==> config.mk <==
export PLATFORM = sky130hd
export DESIGN_NAME = riscv_mem_arbiter
export DESIGN_NICKNAME = d
export VERILOG_FILES = /design/src/rtl/riscv_constants.sv /design/src/rtl/riscv_arb_starve_cnt.sv /design/src/rtl/riscv_mem_arbiter.sv
export SDC_FILE = /design/constraint.sdc
export NUM_CORES = 1
export LEC_CHECK = 0
export BUFFER_PORTS_ARGS = -buffer_cell sky130_fd_sc_hd__buf_4
export CORE_AREA = 5 5 105 107
export CTS_CLUSTER_DIAMETER = 100
export DETAILED_ROUTE_END_ITERATION = 6
export DIE_AREA = 0 0 110 112
export HOLD_SLACK_MARGIN = 0.03
export PLACE_DENSITY = 0.78
export SETUP_SLACK_MARGIN = 0.2
export SYNTH_ARGS = -nofsm -noshare
export SYNTH_HDL_FRONTEND = slang
export SYNTH_SLANG_ARGS = --single-unit
==> constraint.sdc <==
create_clock -name clk -period 2.3 [get_ports clk]
set_input_delay 0.345 -clock clk [delete_from_list [all_inputs] [get_ports clk]]
set_output_delay 0.345 -clock clk [all_outputs]
set_load 0.03 [all_outputs]
==> src/rtl/riscv_constants.sv <==
// Shared types for the memory arbiter slice.
//  arb_state_t : arbiter FSM states (IDLE -> ISSUE -> WAIT -> IDLE)
//  arb_owner_t : which requester owns the transaction in flight
//  cnt_width() : bits needed to hold 0..max (at least 1)
package riscv_constants;

  typedef enum logic [1:0] {
    ARB_IDLE  = 2'd0,
    ARB_ISSUE = 2'd1,
    ARB_WAIT  = 2'd2
  } arb_state_t;

  typedef enum logic {
    OWN_I = 1'b0,
    OWN_D = 1'b1
  } arb_owner_t;

  function automatic int unsigned cnt_width(input int unsigned max);
    return (max < 1) ? 1 : $clog2(max + 1);
  endfunction

endpackage

==> src/rtl/riscv_arb_starve_cnt.sv <==
// Saturating starvation counter for the fetch side of the arbiter.
//  clk      in  clock
//  x_reset  in  synchronous active-low reset (count -> 0)
//  inc      in  fetch lost a tie-break this cycle
//  clr      in  fetch was served or is not asking; clear wins over inc
//  at_max   out count has reached MAX; never set when MAX == 0
module riscv_arb_starve_cnt
  import riscv_constants::*;
#(
  parameter int unsigned MAX = 4
) (
  input  logic clk,
  input  logic x_reset,
  input  logic inc,
  input  logic clr,
  output logic at_max
);

  localparam int unsigned W = cnt_width(MAX);
  localparam logic [W-1:0] MAX_V = W'(MAX);

  logic [W-1:0] cnt_q, cnt_d;

  always_comb begin
    cnt_d = cnt_q;
    if (clr)                        cnt_d = '0;
    else if (inc && cnt_q != MAX_V) cnt_d = cnt_q + W'(1);
  end

  always_ff @(posedge clk) begin
    if (!x_reset) cnt_q <= '0;
    else          cnt_q <= cnt_d;
  end

  // MAX == 0 disables the guard: the counter sits at 0 == MAX_V but must not force fetch.
  assign at_max = (MAX != 0) && (cnt_q == MAX_V);

endmodule

==> src/rtl/riscv_mem_arbiter.sv <==
// Shares one single-ported RAM between instruction fetch (i_*) and load/store (d_*).
// One transaction in flight: IDLE arbitrates and grants, ISSUE holds mem_req until
// mem_ready, WAIT routes the single mem_rvalid back to the owner.
//  clk, x_reset                   clock, synchronous active-low reset
//  i_req/i_addr/i_flush           fetch request, address, drop pending fetch response
//  i_gnt/i_rvalid/i_rdata         fetch grant, response valid, instruction
//  d_req/d_we/d_addr/d_wdata/d_be load/store request fields
//  d_gnt/d_rvalid/d_rdata         data grant, response valid (store ack), load data
//  mem_req/we/addr/wdata/be       memory request with latched fields
//  mem_ready/mem_rvalid/mem_rdata memory accept, response, read data
//  busy                           transaction in flight
module riscv_mem_arbiter
  import riscv_constants::*;
#(
  parameter int unsigned ADDR_W     = 32,
  parameter int unsigned DATA_W     = 32,
  parameter int unsigned STARVE_MAX = 4
) (
  input  logic                  clk,
  input  logic                  x_reset,
  input  logic                  i_req,
  input  logic [ADDR_W-1:0]     i_addr,
  input  logic                  i_flush,
  output logic                  i_gnt,
  output logic                  i_rvalid,
  output logic [DATA_W-1:0]     i_rdata,
  input  logic                  d_req,
  input  logic                  d_we,
  input  logic [ADDR_W-1:0]     d_addr,
  input  logic [DATA_W-1:0]     d_wdata,
  input  logic [DATA_W/8-1:0]   d_be,
  output logic                  d_gnt,
  output logic                  d_rvalid,
  output logic [DATA_W-1:0]     d_rdata,
  output logic                  mem_req,
  output logic                  mem_we,
  output logic [ADDR_W-1:0]     mem_addr,
  output logic [DATA_W-1:0]     mem_wdata,
  output logic [DATA_W/8-1:0]   mem_be,
  input  logic                  mem_ready,
  input  logic                  mem_rvalid,
  input  logic [DATA_W-1:0]     mem_rdata,
  output logic                  busy
);

  arb_state_t          state_q, state_d;
  arb_owner_t          owner_q, owner_d;
  logic                flush_q, flush_d;
  logic                we_q, we_d;
  logic [ADDR_W-1:0]   addr_q, addr_d;
  logic [DATA_W-1:0]   wdata_q, wdata_d;
  logic [DATA_W/8-1:0] be_q, be_d;

  logic in_idle, pick_i, starve_max, starve_inc, starve_clr;

  assign in_idle = (state_q == ARB_IDLE);
  // Data wins ties unless fetch has lost STARVE_MAX rounds in a row.
  assign pick_i  = i_req & (~d_req | starve_max);

  assign starve_inc = in_idle & i_req & d_req & ~pick_i;
  assign starve_clr = in_idle & (~i_req | pick_i);

  riscv_arb_starve_cnt #(
    .MAX (STARVE_MAX)
  ) u_starve (
    .clk     (clk),
    .x_reset (x_reset),
    .inc     (starve_inc),
    .clr     (starve_clr),
    .at_max  (starve_max)
  );

  // State register
  always_ff @(posedge clk) begin
    if (!x_reset) begin
      state_q <= ARB_IDLE;
      owner_q <= OWN_D;
      flush_q <= 1'b0;
      we_q    <= 1'b0;
      addr_q  <= '0;
      wdata_q <= '0;
      be_q    <= '0;
    end else begin
      state_q <= state_d;
      owner_q <= owner_d;
      flush_q <= flush_d;
      we_q    <= we_d;
      addr_q  <= addr_d;
      wdata_q <= wdata_d;
      be_q    <= be_d;
    end
  end

  // Next state and field latch
  always_comb begin
    state_d = state_q;
    owner_d = owner_q;
    flush_d = flush_q;
    we_d    = we_q;
    addr_d  = addr_q;
    wdata_d = wdata_q;
    be_d    = be_q;
    unique case (state_q)
      ARB_IDLE: begin
        flush_d = 1'b0;
        if (i_req | d_req) begin
          state_d = ARB_ISSUE;
          if (pick_i) begin
            owner_d = OWN_I;
            we_d    = 1'b0;
            addr_d  = i_addr;
            wdata_d = '0;
            be_d    = '0;
            // A redirect in the grant cycle already makes this fetch stale.
            flush_d = i_flush;
          end else begin
            owner_d = OWN_D;
            we_d    = d_we;
            addr_d  = d_addr;
            wdata_d = d_wdata;
            be_d    = d_be;
          end
        end
      end
      ARB_ISSUE: begin
        if (owner_q == OWN_I && i_flush) flush_d = 1'b1;
        if (mem_ready) state_d = ARB_WAIT;
      end
      ARB_WAIT: begin
        if (owner_q == OWN_I && i_flush) flush_d = 1'b1;
        if (mem_rvalid) begin
          state_d = ARB_IDLE;
          flush_d = 1'b0;
        end
      end
      default: state_d = ARB_IDLE;
    endcase
  end

  // Outputs: everything is forced low while reset is asserted.
  always_comb begin
    i_gnt     = 1'b0;
    d_gnt     = 1'b0;
    i_rvalid  = 1'b0;
    i_rdata   = '0;
    d_rvalid  = 1'b0;
    d_rdata   = '0;
    mem_req   = 1'b0;
    mem_we    = 1'b0;
    mem_addr  = '0;
    mem_wdata = '0;
    mem_be    = '0;
    busy      = 1'b0;
    if (x_reset) begin
      i_gnt     = in_idle & pick_i;
      d_gnt     = in_idle & d_req & ~pick_i;
      mem_req   = (state_q == ARB_ISSUE);
      mem_we    = we_q;
      mem_addr  = addr_q;
      mem_wdata = wdata_q;
      mem_be    = be_q;
      busy      = ~in_idle;
      if (state_q == ARB_WAIT && mem_rvalid) begin
        if (owner_q == OWN_I) begin
          // A flush arriving with the response also drops it.
          if (!(flush_q | i_flush)) begin
            i_rvalid = 1'b1;
            i_rdata  = mem_rdata;
          end
        end else begin
          d_rvalid = 1'b1;
          d_rdata  = we_q ? '0 : mem_rdata;
        end
      end
    end
  end

endmodule
==> results of run 1 <==
## per-layer routing
layer  track usage [%]  routed length [µm]  share of wire [%]
met1              24.8                5490                 39
met2              35.5                6820                 48
met3              7.13                1430                 10
met5                 0                   0                  0
met4              8.40                 405                2.9
## Yosys cell counts
| cell type | instances | area, µm² |
|---|---|---|
| a21boi_2 | 1 | 11.3 |
| nor2_1 | 6 | 22.5 |
| and3_1 | 1 | 6.26 |
| a21boi_0 | 1 | 7.51 |
| o221ai_1 | 1 | 8.76 |
| a31oi_1 | 32 | 200 |
| nand2_1 | 69 | 259 |
| a311oi_2 | 1 | 15.0 |
| o21ai_0 | 32 | 160 |
| a2111oi_2 | 1 | 15.0 |
| clkinv_1 | 1 | 3.75 |
| buf_4 | 6 | 45.0 |
| dfxtp_1 | 76 | 1520 |
| a22o_1 | 37 | 324 |
| or2b_1 | 1 | 7.51 |
| o21a_1 | 3 | 22.5 |
| ha_1 | 8 | 100 |
| mux2i_1 | 2 | 20.0 |
| o21ai_2 | 1 | 8.76 |
| nand3b_1 | 1 | 7.51 |
| a211oi_1 | 1 | 7.51 |
| a221oi_2 | 1 | 15.0 |
| inv_1 | 6 | 22.5 |
| nand3_2 | 1 | 10.0 |
| and2_1 | 135 | 845 |
| nor4_4 | 1 | 21.3 |
| inv_2 | 1 | 3.75 |
| nor3b_1 | 1 | 7.51 |
| nor3_2 | 1 | 10.0 |
| nor3_1 | 3 | 15.0 |
| buf_6 | 2 | 22.5 |
| nor2b_1 | 3 | 18.8 |
| buf_2 | 14 | 70.1 |
| o22ai_1 | 1 | 6.26 |
| clkbuf_1 | 19 | 71.3 |
## state kept, by name, indices dropped and copies added, names as in the netlist
| register | flops |
|---|---|
| we_q | 1 |
| addr_q | 32 |
| wdata_q | 32 |
| owner_q | 1 |
| be_q | 4 |
| u_starve.cnt_q | 3 |
| state_q | 2 |
| flush_q | 1 |
## cells by family (layout without fill, tap and decap cells)
family / count (synthesis) / after routing / share of synthesized area [%]
adder cells (fa/ha/maj): 8 / 8 / 2.56
AND/OR/NAND/NOR: 223 / 223 / 31.4
multiplexers: 2 / 2 / 0.512
flip-flops: 76 / 76 / 38.9
buffers and inverters: 49 / 326 / 6.11
AO/OA/AOI/OAI: 113 / 113 / 20.5
## stage by stage
step / setup slack (ns) / util, % / hold slack, ns
after CTS: 0.149 / 63.9 / 0.193
after global routing: 0.0576 / 66.0 / 0.185
after global placement: 0.494 / 60.7 / 0.514
after floorplan: 0.427 / - / 0.478
after detailed placement: 0.433 / 60.7 / 0.522
final: 0.161 / 66.0 / 0.213
## cell type report
class,count,share of cell area (%)
inverter,8,0.491
tap,136,2.57
sequential,76,23.0
clock buffer,9,1.87
multi-input combinational,346,34.3
clock inverter,7,0.869
timing repair buffer,302,36.9
## what timing repair did
item / in CTS / in global routing
endpoints found under the setup margin: 66 / 66
hold buffers: 0 / 0
resized for setup: 23 / 49
cloned: 4 / 1
setup buffers: 4 / 4
pin swaps: 1 / 22
endpoints found under the hold margin: 0 / 0
## worst min-delay path by stage
stage                                           to  cells past startpoint                    start
after global routing      wdata_q[17]$_SDFFE_PN0P_                      2              d_wdata[17]
after CTS                 wdata_q[17]$_SDFFE_PN0P_                      2              d_wdata[17]
after detailed placement   addr_q[29]$_SDFFE_PN0P_                      2  addr_q[29]$_SDFFE_PN0P_
after global placement        flush_q$_SDFFE_PN0P_                      2     flush_q$_SDFFE_PN0P_
final                     wdata_q[24]$_SDFFE_PN0P_                      2              d_wdata[24]
after floorplan           wdata_q[10]$_SDFFE_PN0P_                      1              d_wdata[10]
## report_power, final
| group | switching, µW | internal [µW] | leakage [µW] | total, µW |
|---|---|---|---|---|
| registers | 107 | 1590 | 0.000627 | 1690 |
| clock network | 534 | 407 | 0.0000881 | 941 |
| logic | 1030 | 784 | 0.00254 | 1810 |
| total | 1670 | 2780 | 0.00325 | 4450 |
==> impl_results.md, run 1 <==
- Critical path depth: 8
- Placed Cells: 855
- Cells after Synth: 471
- Worst VDD drop: 479 µV
- Hold Crit Class: in2reg
- Vias in the first global route: 4271
- Cts bufs inserted: 9
- Worst Path Buf+Inv: 4
- Post-DP Area: 0.00610 mm²
- Total Wirelength: 14100 µm
- Share of cells above drive strength 1: 47.9%
- Antenna violations before repair: 0
- Crit path launch: state_q[0]$_SDFFE_PN0P_
- Post-route insts no fill: 884
- Starting Density: 38.9%
- Pwr Total: 4450 µW
- Synth warn: 0
- Fin crit period: 2.14 ns
- Vias: 4314
- Tcrit/Tclk final: 93.0%
- Die width: 110 µm
- Leakage: 0.00325 µW
- Drt wl/cell: 16.0 µm
- Die span in y: 112 µm
- Max_slew headroom: 74.3%
- RSZ-0062 raised after global routing: yes
- Power Density: 671 mW/mm²
- Setup-failing EPs final: 0
- Startpoint types: register
- HPWL Detailed: 10400 µm
- Crit Path Max Fanout: 16
- Final ANT Viol Nets: 0
- Diode count: 0
- Worst reg2reg path startpoint: u_starve.cnt_q[0]$_SDFFE_PP0P_
- Seq/Total Area, Yosys: 38.9%
- Most common cell after layout, fill and taps aside: buf_4
- Die area: 0.0123 mm²
- Multi-input logic area: 0.00227 mm²
- FP Rows: 37
- Sum Neg Setup Slack: 0 ns
- Crit Path Class: reg2out
- DRC viols: 0
- CTS Buffer Depth: 2
- Worst-path clk slew: 0.09 ns
- Max cap viols: 0
- Largest net degree at the start of global routing: 83
- Worst path max stage delay: 0.36 ns
- Worst reg-to-reg path cell count: 8
- Grt ovf: 0
- GRT Total Usage: 21.3%
- Critical Path Sink: d_rdata[29]
- Post-Layout Inst Area: 0.00663 mm²
- Starting DRC count in detailed routing: 290
- Arrival @ worst endpoint: 1.79 ns
- First-pass GRT wire length: 20900 µm
- Root Buffer: clkbuf_8
- Drt first pass iters: 4
- Io pins: 279
- CP max-delay cell: dfxtp_4
- Unique masters post-synth: 35
- Post-route clock skew: 0.0106 ns
- CP dominant cell by count: buf_4
- FF+latch count, synth: 76
- Syn Area/Cell: 8.31 µm²
- Pins Over Slew Limit: 0
- Setup crit end kind: output pin
- Area grow syn2layout: 69.4%
- Critical Path RT: 1.96 ns
- Synthesized area: 0.00391 mm²
- GPL Wtd Cong: 0.853
- CP top delay family: buffers and inverters
- Clk Latency, worst-skew pair: 0.34 ns
- Syn_nets: 619
- Critical R2R Capture: addr_q[28]$_SDFFE_PN0P_
- Htree depth: 3
- Outcome: complete, no violations
- Via/cell ratio: 4.88
- Filler instances: 826
- Num Clock Sinks: 76
- CTS tree: done
- CORE AREA: 0.0100 mm²
- Critical-path cell list: inv_4 -> ha_4 -> nand3_4 -> buf_4 -> nor3_4 -> buf_6 -> and2_1 -> buf_4
- Most frequent cells in the layout: buf_4 (266), and2_1 (111), dfxtp_1 (74)
- FMAX: 0.467 GHz
- Worst-margin pin slew: 0.386 ns
- Worst R2R Setup Slack: 0.43 ns
- Nets: 891
- Sequential cell area: 0.00153 mm²
- I/O Buffers: 278
- Final-report hold violation count: 0
(Power assumes the default switching activity.)
==> inputs of run 2 (changes only) <==
Settings changed: GPL_TIMING_DRIVEN set to 0.
==> run 2 against run 1 <==
Count of clock-buffer cells in the layout unchanged. Sequential cell count stayed put. Setup slack got worse by 0.0078 ns. Critical path type unchanged. Critical endpoint unchanged. Highest routed layer unchanged.
==> impl_results.md, run 2 (synthesis gave the netlist of run 1 again) <==
- Diode count: 0
- First-pass GRT wire length: 22500 µm
- Outcome: complete, no violations
- CTS tree: done
- Hold Crit Class: in2reg
- Die area: 0.0123 mm²
- Clk Latency, worst-skew pair: 0.36 ns
- CORE AREA: 0.0100 mm²
- Most common cell after layout, fill and taps aside: buf_4
- Worst hold slack: 0.199 ns
- Highest routed layer: met4
- Area grow syn2layout: 78.3%
- Hold Path Depth: 2
- Met1 WL: 5910 µm
- Htree depth: 3
- Starting DRC count in detailed routing: 280
- Worst VDD drop: 401 µV
- Die width: 110 µm
- CTS Buffer Depth: 2
- Max_slew headroom: 66.0%
- I/O Buffers: 276
- Drt first pass iters: 4
- Starting Density: 38.9%
- Vias in the first global route: 4528
- Total Wirelength: 15500 µm
- Root Buffer: clkbuf_8
- Met3 WL: 1510 µm
- Fin crit period: 2.15 ns
- Largest net degree at the start of global routing: 17
- Pins Over Slew Limit: 0
- GPL Wtd Cong: 0.832
- Crit Path Class: reg2out
- Hold Startpoint: d_wdata[19]
- Final-report hold violation count: 0
- Critical-path cell list: inv_4 -> ha_4 -> nand3_4 -> nor3_4 -> buf_12 -> buf_8 -> and2_1 -> buf_6
- Worst path max stage delay: 0.36 ns
- Startpoint types: register
- Post-route clock skew: 0.0119 ns
- CP max-delay cell: dfxtp_4
- FP Rows: 37
- Via/cell ratio: 4.84
- Worst hold endpoint: wdata_q[19]$_SDFFE_PN0P_
- Top Registers: addr_q: 32 flops, wdata_q: 32 flops, be_q: 4 flops
- Grt ovf: 0
- Worst reg2reg path startpoint: state_q[1]$_SDFFE_PN0P_
- Vias: 4429
- Sum Neg Setup Slack: 0 ns
- Antenna violations before repair: 0
- # hold bufs at CTS: 0
- FMAX: 0.466 GHz
- Cts bufs inserted: 9
- Nets: 922
- Io pins: 279
- Setup-failing EPs final: 0
- Critical Path RT: 1.96 ns
- GRT Total Usage: 22.9%
- Metal2 WL: 7850 µm
- Worst-margin pin slew: 0.511 ns
- Num Clock Sinks: 76
- Drt wl/cell: 17.0 µm
- Worst R2R Setup Slack: 0.51 ns
- Worst setup slack after layout: 0.153 ns
- Pwr Total: 4590 µW
- Critical R2R Capture: wdata_q[20]$_SDFFE_PN0P_
- Power Density: 658 mW/mm²
- Most frequent cells in the layout: buf_4 (233), and2_1 (92), dfxtp_1 (72)
- Worst-path clk slew: 0.09 ns
- Final ANT Viol Nets: 0
- Leakage: 0.00340 µW
- Setup crit end kind: output pin
- Max cap viols: 0
- Crit Path Max Fanout: 10
- DRC viols: 0
- Filler instances: 784
- RSZ-0062 raised after global routing: yes
- Share of cells above drive strength 1: 51.1%
- Worst reg-to-reg path cell count: 6
- Pre-CTS WS: 0.229 ns
- Die span in y: 112 µm
- Arrival @ worst endpoint: 1.80 ns
- Tcrit/Tclk final: 93.3%
- HPWL Detailed: 11400 µm
[run 2: report_power, final]
group	internal (µW)	total (µW)	switching, µW
clock	420	1000	581
combinational	805	1900	1100
sequential	1590	1690	102
[run 2: final cells by class]
type                       instances  area [µm²]  share of cell area (%)
buffer                            41         284                    4.07
clock buffer                       9         124                    1.78
clock inverter                     7        70.1                    1.00
inverter                           8        32.5                   0.466
multi-input combinational        346        2300                    33.0
sequential                        76        1530                    21.9
tap                              136         170                    2.44
timing repair buffer             292        2460                    35.3
[run 2: worst max-delay path, delay by kind of cell (launching register included)]
family / cells / cell delay [ns]
fa+ha+maj: 1 / 0.15
buf+inv: 4 / 0.47
flops: 1 / 0.36
simple gates: 3 / 0.47
[run 2: per-stage QoR]
stage          std cells  utilization [%]  area, µm²
2_1_floorplan        471                -       3910
3_3_place_gp         883             61.3       6150
3_5_place_dp         883             61.3       6150
4_1_cts              906             65.7       6600
5_1_grt              915             69.4       6980
6_report             915             69.4       6980
[run 2: worst max path at each step]
stage,startpoint,end,slack [ns],depth (start not counted)
after floorplan,state_q[0]$_SDFFE_PN0P_,i_rdata[22],0.43,6
after global placement,x_reset,i_gnt,0.23,5
after detailed placement,x_reset,i_gnt,0.23,5
after CTS,state_q[0]$_SDFFE_PN0P_,i_rdata[7],0.13,8
after global routing,state_q[0]$_SDFFE_PN0P_,d_rdata[29],0.07,8
final,state_q[0]$_SDFFE_PN0P_,d_rdata[29],0.15,8
[run 2: metal layers]
| metal | global-route usage (%) | up-vias |
|---|---|---|
| li1 | - | 2186 |
| met1 | 25.5 | 2033 |
| met2 | 40.2 | 192 |
| met3 | 7.42 | 18 |
| met4 | 7.98 | 0 |
| met5 | 0 | - |
[run 2: repair_timing]
action | 4_1_cts | 5_1_grt
pin swaps | 3 | 25
setup buffers | 7 | 5
resized for setup | 62 | 95
gates cloned | 0 | 4
endpoints found under the setup margin | 62 | 91
